<file path="config.mk">
export PLATFORM = sky130hd
export DESIGN_NAME = load_store_unit_flat
export DESIGN_NICKNAME = d
export VERILOG_FILES = /design/src/rtl/load_store_unit_pkg.sv /design/src/rtl/load_store_unit_if.sv /design/src/rtl/load_store_unit_align.sv /design/src/rtl/load_store_unit.sv /design/src/flat_wrapper.sv
export SDC_FILE = /design/constraint.sdc
export NUM_CORES = 1
export LEC_CHECK = 0
export ABC_AREA = 0
export BUFFER_PORTS_ARGS = -buffer_cell sky130_fd_sc_hd__buf_2
export CORE_MARGIN = 5
export CORE_UTILIZATION = 59
export DETAILED_ROUTE_END_ITERATION = 16
export GPL_TIMING_DRIVEN = 0
export PLACE_DENSITY = 0.83
export SYNTH_ARGS = -nofsm -noshare
export SYNTH_HDL_FRONTEND = slang
export SYNTH_HIERARCHICAL = 1
export SYNTH_SLANG_ARGS = --single-unit
</file>
<file path="constraint.sdc">
create_clock -name clk -period 4.6 [get_ports clk]
set_clock_uncertainty 0.1 [all_clocks]
set_input_delay 0 -clock clk [delete_from_list [all_inputs] [get_ports clk]]
set_output_delay 0 -clock clk [all_outputs]
set_load 0.02 [all_outputs]
</file>
<file path="src/rtl/load_store_unit_pkg.sv">
// Shared definitions for the load/store unit: datapath width, RISC-V funct3
// encodings, the fixed memory access size, the controller state encoding and
// the request legality check.
package load_store_unit_pkg;

    localparam int WORD_WIDTH = 32;

    localparam logic [2:0] F3_B  = 3'b000;
    localparam logic [2:0] F3_H  = 3'b001;
    localparam logic [2:0] F3_W  = 3'b010;
    localparam logic [2:0] F3_BU = 3'b100;
    localparam logic [2:0] F3_HU = 3'b101;

    // The memory controller is only ever asked for full words.
    localparam logic [2:0] ACCESS_WORD = 3'b010;

    typedef enum logic [2:0] {
        ST_IDLE    = 3'd0,
        ST_READ    = 3'd1,
        ST_CAPTURE = 3'd2,
        ST_WRITE   = 3'd3,
        ST_RESP    = 3'd4
    } lsu_state_e;

    // 1 when a request is illegal (unknown funct3, unsigned store) or
    // misaligned for its access size.
    function automatic logic req_is_bad(input logic       store,
                                        input logic [2:0] funct3,
                                        input logic [1:0] addr_lo);
        logic bad;
        bad = 1'b0;
        case (funct3)
            F3_B:    bad = 1'b0;
            F3_H:    bad = addr_lo[0];
            F3_W:    bad = (addr_lo != 2'b00);
            F3_BU:   bad = store;
            F3_HU:   bad = store | addr_lo[0];
            default: bad = 1'b1;
        endcase
        return bad;
    endfunction

endpackage

</file>
<file path="src/rtl/load_store_unit_if.sv">
// Bus bundle between the pipeline/memory side and the load/store unit.
//   request : req_valid, req_ready, req_store, req_funct3, req_addr, req_wdata
//   response: resp_valid, resp_rdata, resp_err
//   memory  : mem_addr, mem_we, mem_wd, mem_access, mem_rd
// slave  modport: the load/store unit itself.
// master modport: the environment (pipeline and memory controller).
interface load_store_unit_if #(
    parameter int WORD_WIDTH = 32
);
    logic                  req_valid;
    logic                  req_ready;
    logic                  req_store;
    logic [2:0]            req_funct3;
    logic [WORD_WIDTH-1:0] req_addr;
    logic [WORD_WIDTH-1:0] req_wdata;
    logic                  resp_valid;
    logic [WORD_WIDTH-1:0] resp_rdata;
    logic                  resp_err;
    logic [WORD_WIDTH-1:0] mem_addr;
    logic                  mem_we;
    logic [WORD_WIDTH-1:0] mem_wd;
    logic [2:0]            mem_access;
    logic [WORD_WIDTH-1:0] mem_rd;

    modport slave (
        input  req_valid, req_store, req_funct3, req_addr, req_wdata, mem_rd,
        output req_ready, resp_valid, resp_rdata, resp_err,
               mem_addr, mem_we, mem_wd, mem_access
    );

    modport master (
        output req_valid, req_store, req_funct3, req_addr, req_wdata, mem_rd,
        input  req_ready, resp_valid, resp_rdata, resp_err,
               mem_addr, mem_we, mem_wd, mem_access
    );
endinterface

</file>
<file path="src/rtl/load_store_unit_align.sv">
// Purely combinational byte-lane logic for the load/store unit.
//   funct3     : access size / signedness
//   offset     : byte offset inside the word (addr[1:0])
//   word       : word returned by memory
//   wdata      : right-aligned store data
//   load_data  : selected lane, sign- or zero-extended
//   store_data : word with the store lane merged in, other bytes preserved
module lsu_align #(
    parameter int WORD_WIDTH = 32
) (
    input  logic [2:0]            funct3,
    input  logic [1:0]            offset,
    input  logic [WORD_WIDTH-1:0] word,
    input  logic [WORD_WIDTH-1:0] wdata,
    output logic [WORD_WIDTH-1:0] load_data,
    output logic [WORD_WIDTH-1:0] store_data
);
    import load_store_unit_pkg::*;

    logic [7:0]  byte_s;
    logic [15:0] half_s;

    assign byte_s = word[{offset, 3'b000} +: 8];
    assign half_s = word[{offset[1], 4'b0000} +: 16];

    // Extract/extend for loads and lane merge for stores.
    always_comb begin
        load_data  = {WORD_WIDTH{1'b0}};
        store_data = word;
        case (funct3)
            F3_B: begin
                load_data = {{(WORD_WIDTH-8){byte_s[7]}}, byte_s};
                store_data[{offset, 3'b000} +: 8] = wdata[7:0];
            end
            F3_H: begin
                load_data = {{(WORD_WIDTH-16){half_s[15]}}, half_s};
                store_data[{offset[1], 4'b0000} +: 16] = wdata[15:0];
            end
            F3_W: begin
                load_data  = word;
                store_data = wdata;
            end
            F3_BU: begin
                load_data = {{(WORD_WIDTH-8){1'b0}}, byte_s};
            end
            F3_HU: begin
                load_data = {{(WORD_WIDTH-16){1'b0}}, half_s};
            end
            default: begin
                load_data  = {WORD_WIDTH{1'b0}};
                store_data = word;
            end
        endcase
    end

endmodule

</file>
<file path="src/rtl/load_store_unit.sv">
// Load/store unit: accepts one pipeline memory request at a time, talks to a
// word-only memory controller and handles sub-word loads (extract/extend) and
// sub-word stores (read-modify-write) itself.
//   clk, rst_n : clock, asynchronous active-low reset
//   bus        : request/response handshake and memory controller port
// Parameters: WORD_WIDTH (datapath/address width), FAST_SW (aligned SW skips
// the read phase when 1).
module load_store_unit #(
    parameter int WORD_WIDTH = load_store_unit_pkg::WORD_WIDTH,
    parameter bit FAST_SW    = 1'b1
) (
    input  logic               clk,
    input  logic               rst_n,
    load_store_unit_if.slave   bus
);
    import load_store_unit_pkg::*;

    lsu_state_e            state_r;
    lsu_state_e            next_state_s;
    logic                  store_r;
    logic [2:0]            funct3_r;
    logic [1:0]            addr_lo_r;
    logic [WORD_WIDTH-1:0] wdata_r;
    logic [WORD_WIDTH-1:0] mem_addr_r;
    logic                  mem_we_r;
    logic [WORD_WIDTH-1:0] mem_wd_r;
    logic                  resp_valid_r;
    logic                  resp_err_r;
    logic [WORD_WIDTH-1:0] resp_rdata_r;

    logic                  accept_s;
    logic                  bad_s;
    logic                  fast_sw_s;
    logic [WORD_WIDTH-1:0] load_data_s;
    logic [WORD_WIDTH-1:0] store_data_s;

    assign accept_s  = (state_r == ST_IDLE) && bus.req_valid;
    assign bad_s     = req_is_bad(bus.req_store, bus.req_funct3, bus.req_addr[1:0]);
    assign fast_sw_s = (FAST_SW == 1'b1) && bus.req_store && (bus.req_funct3 == F3_W);

    lsu_align #(.WORD_WIDTH(WORD_WIDTH)) u_align (
        .funct3     (funct3_r),
        .offset     (addr_lo_r),
        .word       (bus.mem_rd),
        .wdata      (wdata_r),
        .load_data  (load_data_s),
        .store_data (store_data_s)
    );

    // Controller state register.
    always_ff @(posedge clk or negedge rst_n) begin
        if (!rst_n) begin
            state_r <= ST_IDLE;
        end else begin
            state_r <= next_state_s;
        end
    end

    // Next-state logic.
    always_comb begin
        next_state_s = state_r;
        case (state_r)
            ST_IDLE: begin
                if (!accept_s) begin
                    next_state_s = ST_IDLE;
                end else if (bad_s) begin
                    next_state_s = ST_RESP;
                end else if (fast_sw_s) begin
                    next_state_s = ST_WRITE;
                end else begin
                    next_state_s = ST_READ;
                end
            end
            ST_READ:    next_state_s = ST_CAPTURE;
            ST_CAPTURE: begin
                if (store_r) begin
                    next_state_s = ST_WRITE;
                end else begin
                    next_state_s = ST_RESP;
                end
            end
            ST_WRITE:   next_state_s = ST_RESP;
            ST_RESP:    next_state_s = ST_IDLE;
            default:    next_state_s = ST_IDLE;
        endcase
    end

    // Request latch and registered outputs. mem_we and resp_valid are set on
    // the edge that enters WRITE/RESP so each lasts exactly that state.
    always_ff @(posedge clk or negedge rst_n) begin
        if (!rst_n) begin
            store_r      <= 1'b0;
            funct3_r     <= 3'b000;
            addr_lo_r    <= 2'b00;
            wdata_r      <= {WORD_WIDTH{1'b0}};
            mem_addr_r   <= {WORD_WIDTH{1'b0}};
            mem_we_r     <= 1'b0;
            mem_wd_r     <= {WORD_WIDTH{1'b0}};
            resp_valid_r <= 1'b0;
            resp_err_r   <= 1'b0;
            resp_rdata_r <= {WORD_WIDTH{1'b0}};
        end else begin
            mem_we_r     <= 1'b0;
            resp_valid_r <= 1'b0;
            case (state_r)
                ST_IDLE: begin
                    if (accept_s) begin
                        store_r    <= bus.req_store;
                        funct3_r   <= bus.req_funct3;
                        addr_lo_r  <= bus.req_addr[1:0];
                        wdata_r    <= bus.req_wdata;
                        mem_addr_r <= {bus.req_addr[WORD_WIDTH-1:2], 2'b00};
                        if (bad_s) begin
                            resp_valid_r <= 1'b1;
                            resp_err_r   <= 1'b1;
                            resp_rdata_r <= {WORD_WIDTH{1'b0}};
                        end else if (fast_sw_s) begin
                            mem_we_r <= 1'b1;
                            mem_wd_r <= bus.req_wdata;
                        end
                    end
                end
                ST_CAPTURE: begin
                    if (store_r) begin
                        mem_we_r <= 1'b1;
                        mem_wd_r <= store_data_s;
                    end else begin
                        resp_valid_r <= 1'b1;
                        resp_err_r   <= 1'b0;
                        resp_rdata_r <= load_data_s;
                    end
                end
                ST_WRITE: begin
                    resp_valid_r <= 1'b1;
                    resp_err_r   <= 1'b0;
                    resp_rdata_r <= {WORD_WIDTH{1'b0}};
                end
                ST_RESP: begin
                    // Leaving for IDLE: address goes back to zero, error flag
                    // only qualifies the pulse just issued.
                    mem_addr_r <= {WORD_WIDTH{1'b0}};
                    resp_err_r <= 1'b0;
                end
                default: begin
                    mem_addr_r <= mem_addr_r;
                end
            endcase
        end
    end

    assign bus.req_ready  = (state_r == ST_IDLE);
    assign bus.resp_valid = resp_valid_r;
    assign bus.resp_err   = resp_err_r;
    assign bus.resp_rdata = resp_rdata_r;
    assign bus.mem_addr   = mem_addr_r;
    assign bus.mem_we     = mem_we_r;
    assign bus.mem_wd     = mem_wd_r;
    assign bus.mem_access = ACCESS_WORD;

endmodule

</file>
<file path="src/flat_wrapper.sv">
// flat-port wrapper written by rule: the top's interface ports become plain ports
module load_store_unit_flat import load_store_unit_pkg::*;
#(
    parameter int WORD_WIDTH = load_store_unit_pkg::WORD_WIDTH,
    parameter bit FAST_SW    = 1'b1
)
  (clk, rst_n, bus_req_valid, bus_req_store, bus_req_funct3, bus_req_addr, bus_req_wdata, bus_mem_rd, bus_req_ready, bus_resp_valid, bus_resp_rdata, bus_resp_err, bus_mem_addr, bus_mem_we, bus_mem_wd, bus_mem_access);
  load_store_unit_if #(.WORD_WIDTH(WORD_WIDTH)) bus_i ();
  input  logic clk;
  input  logic rst_n;
  input wire logic [$bits(bus_i.req_valid)-1:0] bus_req_valid;
  input wire logic [$bits(bus_i.req_store)-1:0] bus_req_store;
  input wire logic [$bits(bus_i.req_funct3)-1:0] bus_req_funct3;
  input wire logic [$bits(bus_i.req_addr)-1:0] bus_req_addr;
  input wire logic [$bits(bus_i.req_wdata)-1:0] bus_req_wdata;
  input wire logic [$bits(bus_i.mem_rd)-1:0] bus_mem_rd;
  output wire logic [$bits(bus_i.req_ready)-1:0] bus_req_ready;
  output wire logic [$bits(bus_i.resp_valid)-1:0] bus_resp_valid;
  output wire logic [$bits(bus_i.resp_rdata)-1:0] bus_resp_rdata;
  output wire logic [$bits(bus_i.resp_err)-1:0] bus_resp_err;
  output wire logic [$bits(bus_i.mem_addr)-1:0] bus_mem_addr;
  output wire logic [$bits(bus_i.mem_we)-1:0] bus_mem_we;
  output wire logic [$bits(bus_i.mem_wd)-1:0] bus_mem_wd;
  output wire logic [$bits(bus_i.mem_access)-1:0] bus_mem_access;
  assign bus_i.req_valid = bus_req_valid;
  assign bus_i.req_store = bus_req_store;
  assign bus_i.req_funct3 = bus_req_funct3;
  assign bus_i.req_addr = bus_req_addr;
  assign bus_i.req_wdata = bus_req_wdata;
  assign bus_i.mem_rd = bus_mem_rd;
  assign bus_req_ready = bus_i.req_ready;
  assign bus_resp_valid = bus_i.resp_valid;
  assign bus_resp_rdata = bus_i.resp_rdata;
  assign bus_resp_err = bus_i.resp_err;
  assign bus_mem_addr = bus_i.mem_addr;
  assign bus_mem_we = bus_i.mem_we;
  assign bus_mem_wd = bus_i.mem_wd;
  assign bus_mem_access = bus_i.mem_access;
  load_store_unit #(.WORD_WIDTH(WORD_WIDTH), .FAST_SW(FAST_SW)) u_core (.clk(clk), .rst_n(rst_n), .bus(bus_i));
endmodule
</file>
==> flow_metrics.tcl, run 1 <==
set metrics [dict create \
    run_status "finished clean" \
    die_w_um 132 \
    worst_hold_path.num_cells 5 \
    initial_core_util 0.603 \
    grt_max_degree 91 \
    netlist_area_um2 8770 \
    clk-insertion-delay-late_ns 0.42 \
    design_area_um2 11700 \
    rsz0062_at_grt "false" \
    die_area_um2 17400 \
    synth-edff-count 0 \
    max_freq_mhz 312 \
    synth_area_leaders "dfrtp_1, mux2_2, mux2i_1" \
    yosys_warnings 6 \
    grt-ovfl-total 0 \
    clkPwrFrac 0.193 \
    cts_max_level 4 \
    ir_drop_mv 0.459 \
    wl_per_cell_um 21.9 \
    ys_async_sr_fraction 1.00 \
    syn_inst 830 \
    ff2ff_setup_slack_ns 1.39 \
    synth_cell_types 56 \
    yosys-top-cells-count "dfrtp_1, mux2_2, o21ai_0, nand2_1, mux2i_1" \
    ios 206 \
    tightest_slew_ns 0.822 \
    finalCritPeriodShare 0.698 \
    seq_power_share 0.262 \
    p_per_area_nw_per_um2 710 \
    p_leak_nw 5.36 \
    regArea_um2 3450 \
    nets 1254 \
    required_ns 4.86 \
    nFillCells 909 \
    drive_above_1_share 0.385 \
    fp.dieH_um 132 \
    cts_buffers 17 \
    synth-main-ff-cell "dfrtp_1" \
    grt_pass1_vias 8565 \
    post-route-min-period_ns 3.21 \
    whs_ns 0.00773 \
    hp-start "bus_mem_rd[13]" \
    synth_top_area_share 0.394 \
    synth_area_leader_cell "dfrtp_1" \
    synth_mux_area_frac 0.207 \
    cts_hold_buf 93 \
    cp-end-kind "flop" \
    cp_max_fo 10 \
    synth_seq_cells 138 \
    cts_tree "done" \
    synthXorXnorAreaFrac 0 \
    finalMaxSlewViolations 0 \
    reg2reg_to "u_core/bus.mem_wd[30]$_DFFE_PN0P_" \
    p_switching_mw 3.59 \
    yosysSeqAreaShare 0.394 \
    root_buffer "clkbuf_16" \
    synth_most_common_cell "dfrtp_1" \
    vias 8268 \
    min_path_type "input pin to flop" \
    gp_congestion 0.941 \
    cts.sinks 138 \
    dp_hpwl_mm 19.2 \
    clk_path_buf_depth 2 \
    ff2ff_path_depth 10 \
    cts_setup_buffers 0 \
    hold_viol 0 \
    via_per_inst 6.15 \
    core_um2 14500 \
    swShare 0.434 \
    intPower_mw 4.68 \
    multiInputGateArea_um2 4700 \
    grt_usage 0.334 \
    setup-tns-final_ns 0 \
    slew_headroom 0.450 \
    routed_wl_mm 29.4 \
    drt_iter0_markers 1090 \
    synth_compound_gate_area_share 0.179 \
    path_clk_slew_ns 0.06 \
    r2r-start "u_core/addr_lo_r[1]$_DFFE_PN0P_" \
    place_area_um2 10000 \
    num_rows 44 \
    combPwrFrac 0.545 \
    cp.arrival_ns 3.47 \
    synthSimpleGateAreaFrac 0.141 \
    portBuffers 200 \
    drv_cap 0 \
    start_kind "flop" \
    hold_path_end "u_core/bus.resp_rdata[13]$_DFFE_PN0P_" \
    grt_pass1_wl_mm 46.9 \
    dr.pass1.iters 6 \
    antenna_left 0 \
    drc 0 \
    post_cts_resized 0 \
    critPathKind "flop to flop" \
    antenna_found_initial 1 \
    synth_top_family_by_area "multiplexers" \
    setup_violations 0 \
    synth_fa_ha_area_frac 0.00713 \
    postSynthAreaPerCell_um2 10.6 \
    area_delta_synth_final_pct 32.9 \
]
final cells by class:
| cell class | count | share of cell area |
|---|---|---|
| Multi-Input combinational cell | 574 | 0.403 |
| Sequential cell | 138 | 0.296 |
| Timing Repair Buffer | 294 | 0.169 |
| Buffer | 83 | 0.0416 |
| Clock buffer | 19 | 0.0380 |
| Clock inverter | 13 | 0.0203 |
| Tap cell | 184 | 0.0197 |
| Inverter | 38 | 0.0122 |
| Antenna cell | 1 | 0.000215 |
flip-flops by register name, indices dropped and copies added (netlist names):
register / flops
u_core/state_r: 3
u_core/bus.mem_addr: 30
u_core/bus.mem_we: 1
u_core/bus.resp_rdata: 32
u_core/bus.resp_valid: 1
u_core/funct3_r: 3
u_core/bus.resp_err: 1
u_core/bus.mem_wd: 32
u_core/addr_lo_r: 2
u_core/wdata_r: 32
u_core/store_r: 1
per-stage QoR:
| stage | instances | util | power (mW) | worst slack, ns |
|---|---|---|---|---|
| floorplan | 833 | - | 5.16 | 2.09 |
| global placement | 1217 | 0.689 | 6.28 | 1.55 |
| detailed placement | 1218 | 0.691 | 6.39 | 1.57 |
| CTS | 1343 | 0.802 | 8.08 | 1.54 |
| global route | 1344 | 0.802 | 8.66 | 1.31 |
| finish | 1344 | 0.802 | 8.27 | 1.39 |
power by group through the flow:
stage / clock network [mW] / registers [mW] / logic (mW)
2_1_floorplan: 0 / 2.39 / 2.77
3_3_place_gp: 0 / 2.11 / 4.17
3_5_place_dp: 0 / 2.13 / 4.26
4_1_cts: 1.59 / 2.12 / 4.37
5_1_grt: 1.66 / 2.21 / 4.79
6_report: 1.60 / 2.17 / 4.51
layer usage:
layer	GRT usage	up-vias	routed length, um
li1	-	3708	-
met1	0.415	3926	11100
met2	0.558	514	14400
met3	0.0805	120	2750
met4	0.137	0	1160
met5	0	-	0
logic make-up after synthesis:
logic type      after synthesis
compound gates              208
mux                         165
flops                       138
simple gates                191
fa+ha+maj                     5
other cells                   2
buf+inv                     121
cells in the final DEF (no fill, tap or decap), types with 5 or more instances in the layout:
cell           netlist  layout
dlygate4sd3_1        0      93
a221oi_1            15      15
a221o_1              8       8
mux2i_1             40      40
a21oi_1              6       6
a221oi_2            10      10
and4bb_2            10      10
clkbuf_16            0      17
nor2_1              23      23
o211ai_1            32      32
a21o_1               8       8
nor4bb_1             6       6
buf_2               29     228
dfrtp_1            138     138
and2_1              17      17
nor3b_1             16      16
inv_1               38      38
bufinv_16            0       6
a31oi_1             17      17
nand2_1             43      43
clkbuf_1            25      26
o21ai_0             47      47
and4b_1              8       8
or4bb_1              8       8
mux2_2             124     124
a22o_1              30      30
nor2b_1             17      17
buf_6                9      10
o21ai_1              7       7
conb_1               2       5
buf_4               12      12
nand3_1             18      18
nand2b_1            12      12
ha_1                 5       5
o22ai_1              8       8
a22oi_1              8       8
worst max-delay path by stage:
stage	start	slack [ns]	to
3_3_place_gp	rst_n	1.55	u_core/bus.mem_addr[5]$_DFFE_PN0P_
2_1_floorplan	u_core/addr_lo_r[1]$_DFFE_PN0P_	2.09	u_core/bus.mem_wd[16]$_DFFE_PN0P_
3_5_place_dp	u_core/addr_lo_r[1]$_DFFE_PN0P_	1.57	u_core/bus.mem_wd[12]$_DFFE_PN0P_
5_1_grt	u_core/addr_lo_r[1]$_DFFE_PN0P_	1.31	u_core/bus.mem_wd[30]$_DFFE_PN0P_
6_report	u_core/addr_lo_r[1]$_DFFE_PN0P_	1.39	u_core/bus.mem_wd[30]$_DFFE_PN0P_
4_1_cts	u_core/addr_lo_r[1]$_DFFE_PN0P_	1.54	u_core/bus.mem_wd[12]$_DFFE_PN0P_
critical path, cell delays in order (launching register included):
cell	delay, ns
dfrtp_1	0.47
buf_6	0.18
clkbuf_1	0.32
inv_1	0.16
ha_1	0.42
buf_6	0.18
nor3b_2	0.48
a31oi_1	0.19
o211ai_1	0.26
mux2_2	0.21
mux2_2	0.16
(Power assumes the default switching activity.)
==> run 2: changes to the inputs <==
- CORE_UTILIZATION: 59 -> 55
- PLACE_DENSITY: 0.83 -> 0.78
- clock period: 4.6 -> 3.3 ns (I/O delays scaled with it)
==> flow_metrics.tcl, run 2 (same netlist as run 1, synthesis figures left out) <==
set metrics [dict create \
    critPathKind "flop to flop" \
    wl_per_cell_um 20.8 \
    r2r-start "u_core/addr_lo_r[1]$_DFFE_PN0P_" \
    worst_hold_path.num_cells 5 \
    tightest_slew_ns 0.716 \
    p_total_mw 11.3 \
    required_ns 3.57 \
    gp_congestion 0.966 \
    vias 8234 \
    fp.dieH_um 136 \
    cts.sinks 138 \
    core_um2 15800 \
    p_leak_nw 5.36 \
    cp.arrival_ns 3.40 \
    clk_path_buf_depth 2 \
    dp_hpwl_mm 19.3 \
    routed_wl_mm 28.7 \
    grt_max_degree 98 \
    hold_viol 0 \
    run_status "finished clean" \
    antenna_found_initial 0 \
    cpMaxStageDelayCell "nor3b_2" \
    start_kind "flop" \
    cp_max_fo 10 \
    reg2reg_to "u_core/bus.mem_wd[29]$_DFFE_PN0P_" \
    rsz0062_at_grt "false" \
    drv_cap 0 \
    min_path_type "input pin to flop" \
    drive_above_1_share 0.383 \
    drc 0 \
    nFillCells 1089 \
    num_rows 46 \
    antenna_left 0 \
    drt_iter0_markers 1091 \
    cts_tree "done" \
    grt_pass1_wl_mm 44.0 \
    area_delta_synth_final_pct 33.6 \
    critPathTopFamily "buffers and inverters" \
    ir_drop_mv 0.514 \
    slowest_delay_ns 0.48 \
    slew_headroom 0.523 \
    ff2ff_setup_slack_ns 0.16 \
    post-route-min-period_ns 3.14 \
    finalCritPeriodShare 0.950 \
    path_clk_slew_ns 0.06 \
    finalMaxSlewViolations 0 \
    via_per_inst 5.97 \
    grt-ovfl-total 0 \
    combPwrFrac 0.552 \
    swShare 0.436 \
    portBuffers 200 \
    hold_path_end "u_core/bus.resp_rdata[11]$_DFFE_PN0P_" \
    setup_slack_ns 0.164 \
    grt_usage 0.307 \
    multiInputGateArea_um2 4710 \
    intPower_mw 6.38 \
    post-place-ws_ns 0.237 \
    ios 206 \
    setup-tns-final_ns 0 \
    clk-insertion-delay-late_ns 0.43 \
    root_buffer "clkbuf_16" \
    die_area_um2 18600 \
    crit_buf_inv 4 \
    p_per_area_nw_per_um2 966 \
    initial_core_util 0.556 \
    nets 1259 \
    max_freq_mhz 319 \
    antennaDiodeCount 0 \
    p_switching_mw 4.93 \
    grt_pass1_vias 8121 \
    mostFrequentLayoutCell "buf_2" \
    die_w_um 136 \
    cts_max_level 4 \
    ff2ff_path_depth 10 \
    final_util 0.743 \
    cts_buffers 17 \
    seq_power_share 0.266 \
    clkPwrFrac 0.183 \
    hp-start "bus_mem_rd[11]" \
    dr.pass1.iters 5 \
    path_cells "buf_6, clkbuf_1, inv_1, ha_1, buf_6, nor3b_2, a31oi_1, o211ai_1, mux2_2, mux2_2" \
    cp-end-kind "flop" \
    regArea_um2 3450 \
    layout_common_cells "buf_2, dfrtp_1, mux2_2, dlygate4sd3_1, o21ai_0" \
    setup_violations 0 \
]
## run 2: cell count changes in the layout (fill, tap and decap cells not counted), sizes merged
cell	previous run	this run
bufinv	6	4
diode	1	0
clkinv	3	4
dlygate4sd3	93	97
buf	257	258
## run 2: worst max path at each step
stage / from / slack (ns) / endpoint / cells after the start
3_3_place_gp: u_core/addr_lo_r[1]$_DFFE_PN0P_ / 0.25 / u_core/bus.mem_wd[19]$_DFFE_PN0P_ / 10
6_report: u_core/addr_lo_r[1]$_DFFE_PN0P_ / 0.16 / u_core/bus.mem_wd[29]$_DFFE_PN0P_ / 10
2_1_floorplan: u_core/addr_lo_r[1]$_DFFE_PN0P_ / 0.79 / u_core/bus.mem_wd[16]$_DFFE_PN0P_ / 10
4_1_cts: u_core/addr_lo_r[1]$_DFFE_PN0P_ / 0.24 / u_core/bus.mem_wd[19]$_DFFE_PN0P_ / 10
3_5_place_dp: u_core/addr_lo_r[1]$_DFFE_PN0P_ / 0.24 / u_core/bus.mem_wd[19]$_DFFE_PN0P_ / 10
5_1_grt: u_core/addr_lo_r[1]$_DFFE_PN0P_ / 0.05 / u_core/bus.mem_wd[29]$_DFFE_PN0P_ / 10
## run 2: area by class of cell
type,count,area share
timing repair buffer,299,0.173
buffer,83,0.0414
tap,216,0.0231
clock buffer,19,0.0378
multi-input combinational,574,0.402
clock inverter,12,0.0161
sequential,138,0.295
inverter,38,0.0122
## run 2: power groups by stage
stage / Combinational, mW / Sequential, mW / Clock, mW
global route: 6.65 / 3.07 / 2.17
detailed placement: 5.94 / 2.96 / 0
CTS: 6.07 / 2.95 / 2.08
floorplan: 3.86 / 3.33 / 0
global placement: 5.84 / 2.95 / 0
finish: 6.24 / 3.01 / 2.07
## run 2: timing repair
action | 4_1_cts | 5_1_grt
endpoints found under the hold margin | 265 | 0
endpoints found under the setup margin | 0 | 8
hold buffers | 98 | 0
setup buffers | 0 | 0
resized for setup | 0 | 1
## run 2: stage by stage
stage / instances / hold slack, ns / cell area, um^2
finish: 1379 / 0.0242 / 11700
global route: 1379 / 0.0159 / 11700
CTS: 1379 / 0.000425 / 11700
detailed placement: 1250 / -0.164 / 10100
global placement: 1249 / 0.122 / 10100
floorplan: 833 / -0.396 / 8780
## run 2: per-layer routing
layer / global-route usage / up-vias / wire length, um
met1: 0.395 / 3969 / 11500
li1: - / 3720 / -
met5: 0 / - / 0
met4: 0.114 / 0 / 866
met2: 0.515 / 455 / 13900
met3: 0.0600 / 90 / 2420
## run 2: worst register-to-register path: stages, from the launching register on
cell and delay (ns):
dfrtp_1 0.46, buf_6 0.17, clkbuf_1 0.33, inv_1 0.16, ha_1 0.41, buf_6 0.18
nor3b_2 0.49, a31oi_1 0.18, o211ai_1 0.25, mux2_2 0.20, mux2_2 0.15
==> run 3: changes to the inputs <==
- CORE_ASPECT_RATIO: default -> 1.5
- CORE_UTILIZATION: 55 -> 59
- PLACE_DENSITY: 0.78 -> 0.83
- clock period: 3.3 -> 3.7 ns (I/O delays scaled with it)
==> flow_metrics.tcl, run 3 (same netlist as run 1, synthesis figures left out) <==
set metrics [dict create \
    run_status "finished clean" \
    p_total_mw 10.4 \
    cp.arrival_ns 3.57 \
    slew_headroom 0.468 \
    final_cells 1358 \
    nFillCells 893 \
    setup_violations 0 \
    drive_above_1_share 0.384 \
    drv_cap 0 \
    cts_buffers 17 \
    mostFrequentLayoutCell "buf_2" \
    nets 1255 \
    wl_per_cell_um 23.7 \
    finalCritPeriodShare 0.895 \
    cp_max_fo 10 \
    grt-ovfl-total 0 \
    finalMaxSlewViolations 0 \
    p_per_area_nw_per_um2 892 \
    portBuffers 200 \
    cts_max_level 4 \
    p_leak_nw 5.35 \
    required_ns 3.96 \
    core_um2 14600 \
    die_area_um2 17500 \
    min_path_type "input pin to flop" \
    grt_pass1_wl_mm 49.8 \
    vias 8678 \
    ir_drop_mv 0.578 \
    grt_usage 0.370 \
    antenna_left 0 \
    cts_hold_buf 94 \
    post-route-min-period_ns 3.31 \
    start_kind "flop" \
    clk-insertion-delay-late_ns 0.42 \
    drt_iter0_markers 847 \
    grt_max_degree 93 \
    clk_path_buf_depth 2 \
    num_rows 54 \
    drc 0 \
    routed_wl_mm 32.2 \
    via_per_inst 6.39 \
    critPathKind "flop to flop" \
    dp_hpwl_mm 20.2 \
    tightest_slew_ns 0.794 \
    post_cts_resized 0 \
    layout_common_cells "buf_2, dfrtp_1, mux2_2, dlygate4sd3_1, o21ai_0" \
    dp.cells 1230 \
    ios 206 \
    cp-end-kind "flop" \
    root_buffer "clkbuf_16" \
    antenna_found_initial 2 \
    dr.pass1.iters 5 \
    setup-tns-final_ns 0 \
    area_delta_synth_final_pct 33.1 \
    die_w_um 110 \
    fp.dieH_um 159 \
    grt_pass1_vias 9225 \
    gp_congestion 0.998 \
    path_clk_slew_ns 0.07 \
    rsz0062_at_grt "false" \
    max_freq_mhz 302 \
    initial_core_util 0.601 \
    cts_setup_buffers 0 \
    cts.sinks 138 \
    cts_tree "done" \
    hold_viol 0 \
]
run 3: path summary, 6_finish.rpt:
path / slack [ns] / from / depth (start not counted) / to
max in group asynchronous: 2.27 / rst_n / 4 / u_core/wdata_r[11]$_DFFE_PN0P_
setup / recovery: 0.39 / u_core/addr_lo_r[1]$_DFFE_PN0P_ / 10 / u_core/bus.mem_wd[17]$_DFFE_PN0P_
min in group asynchronous: 0.49 / rst_n / 3 / u_core/bus.resp_rdata[25]$_DFFE_PN0P_
hold reg to reg: 0.41 / u_core/bus.mem_wd[9]$_DFFE_PN0P_ / 1 / u_core/bus.mem_wd[9]$_DFFE_PN0P_
setup reg to reg: 0.39 / u_core/addr_lo_r[1]$_DFFE_PN0P_ / 10 / u_core/bus.mem_wd[17]$_DFFE_PN0P_
hold / removal: 0.04 / bus_mem_rd[19] / 5 / u_core/bus.resp_rdata[19]$_DFFE_PN0P_
run 3: final cells by class:
| cell class | instances | area, um^2 | area share |
|---|---|---|---|
| multi-input cells | 574 | 4700 | 0.403 |
| flip-flops and latches | 138 | 3450 | 0.296 |
| repair buffers | 295 | 1990 | 0.170 |
| plain buffers | 83 | 485 | 0.0416 |
| clock buffers | 20 | 447 | 0.0383 |
| well taps | 196 | 245 | 0.0210 |
| clock inverters | 12 | 210 | 0.0180 |
| inverters | 38 | 143 | 0.0122 |
| diodes | 2 | 5.00 | 0.000429 |
run 3: worst max-delay path, stage by stage, from the launching register on:
cell and delay [ns]:
dfrtp_1 0.40, buf_6 0.16, clkbuf_1 0.35, inv_1 0.16
ha_1 0.48, buf_6 0.19, nor3b_2 0.55, a31oi_1 0.22
o211ai_1 0.28, mux2_2 0.20, mux2_2 0.14
run 3: stage by stage:
step,setup slack (ns),utilization,hold WS (ns),cell area [um^2]
global placement,0.752,0.687,0.122,10000
global route,0.278,0.800,0.0383,11700
detailed placement,0.684,0.689,-0.147,10100
floorplan,1.19,-,-0.396,8780
finish,0.387,0.800,0.0364,11700
CTS,0.547,0.800,0.00298,11700
run 3: report_power, final:
| part | switching (mW) | internal (mW) | total, mW |
|---|---|---|---|
| logic | 3.35 | 2.41 | 5.76 |
| registers | 0.594 | 2.12 | 2.72 |
| clock network | 0.710 | 1.23 | 1.94 |
run 3: per-layer routing:
layer / GRT usage / share of wire
met1: 0.394 / 0.33
met2: 0.624 / 0.51
met3: 0.0795 / 0.085
met4: 0.276 / 0.081
met5: 0 / 0
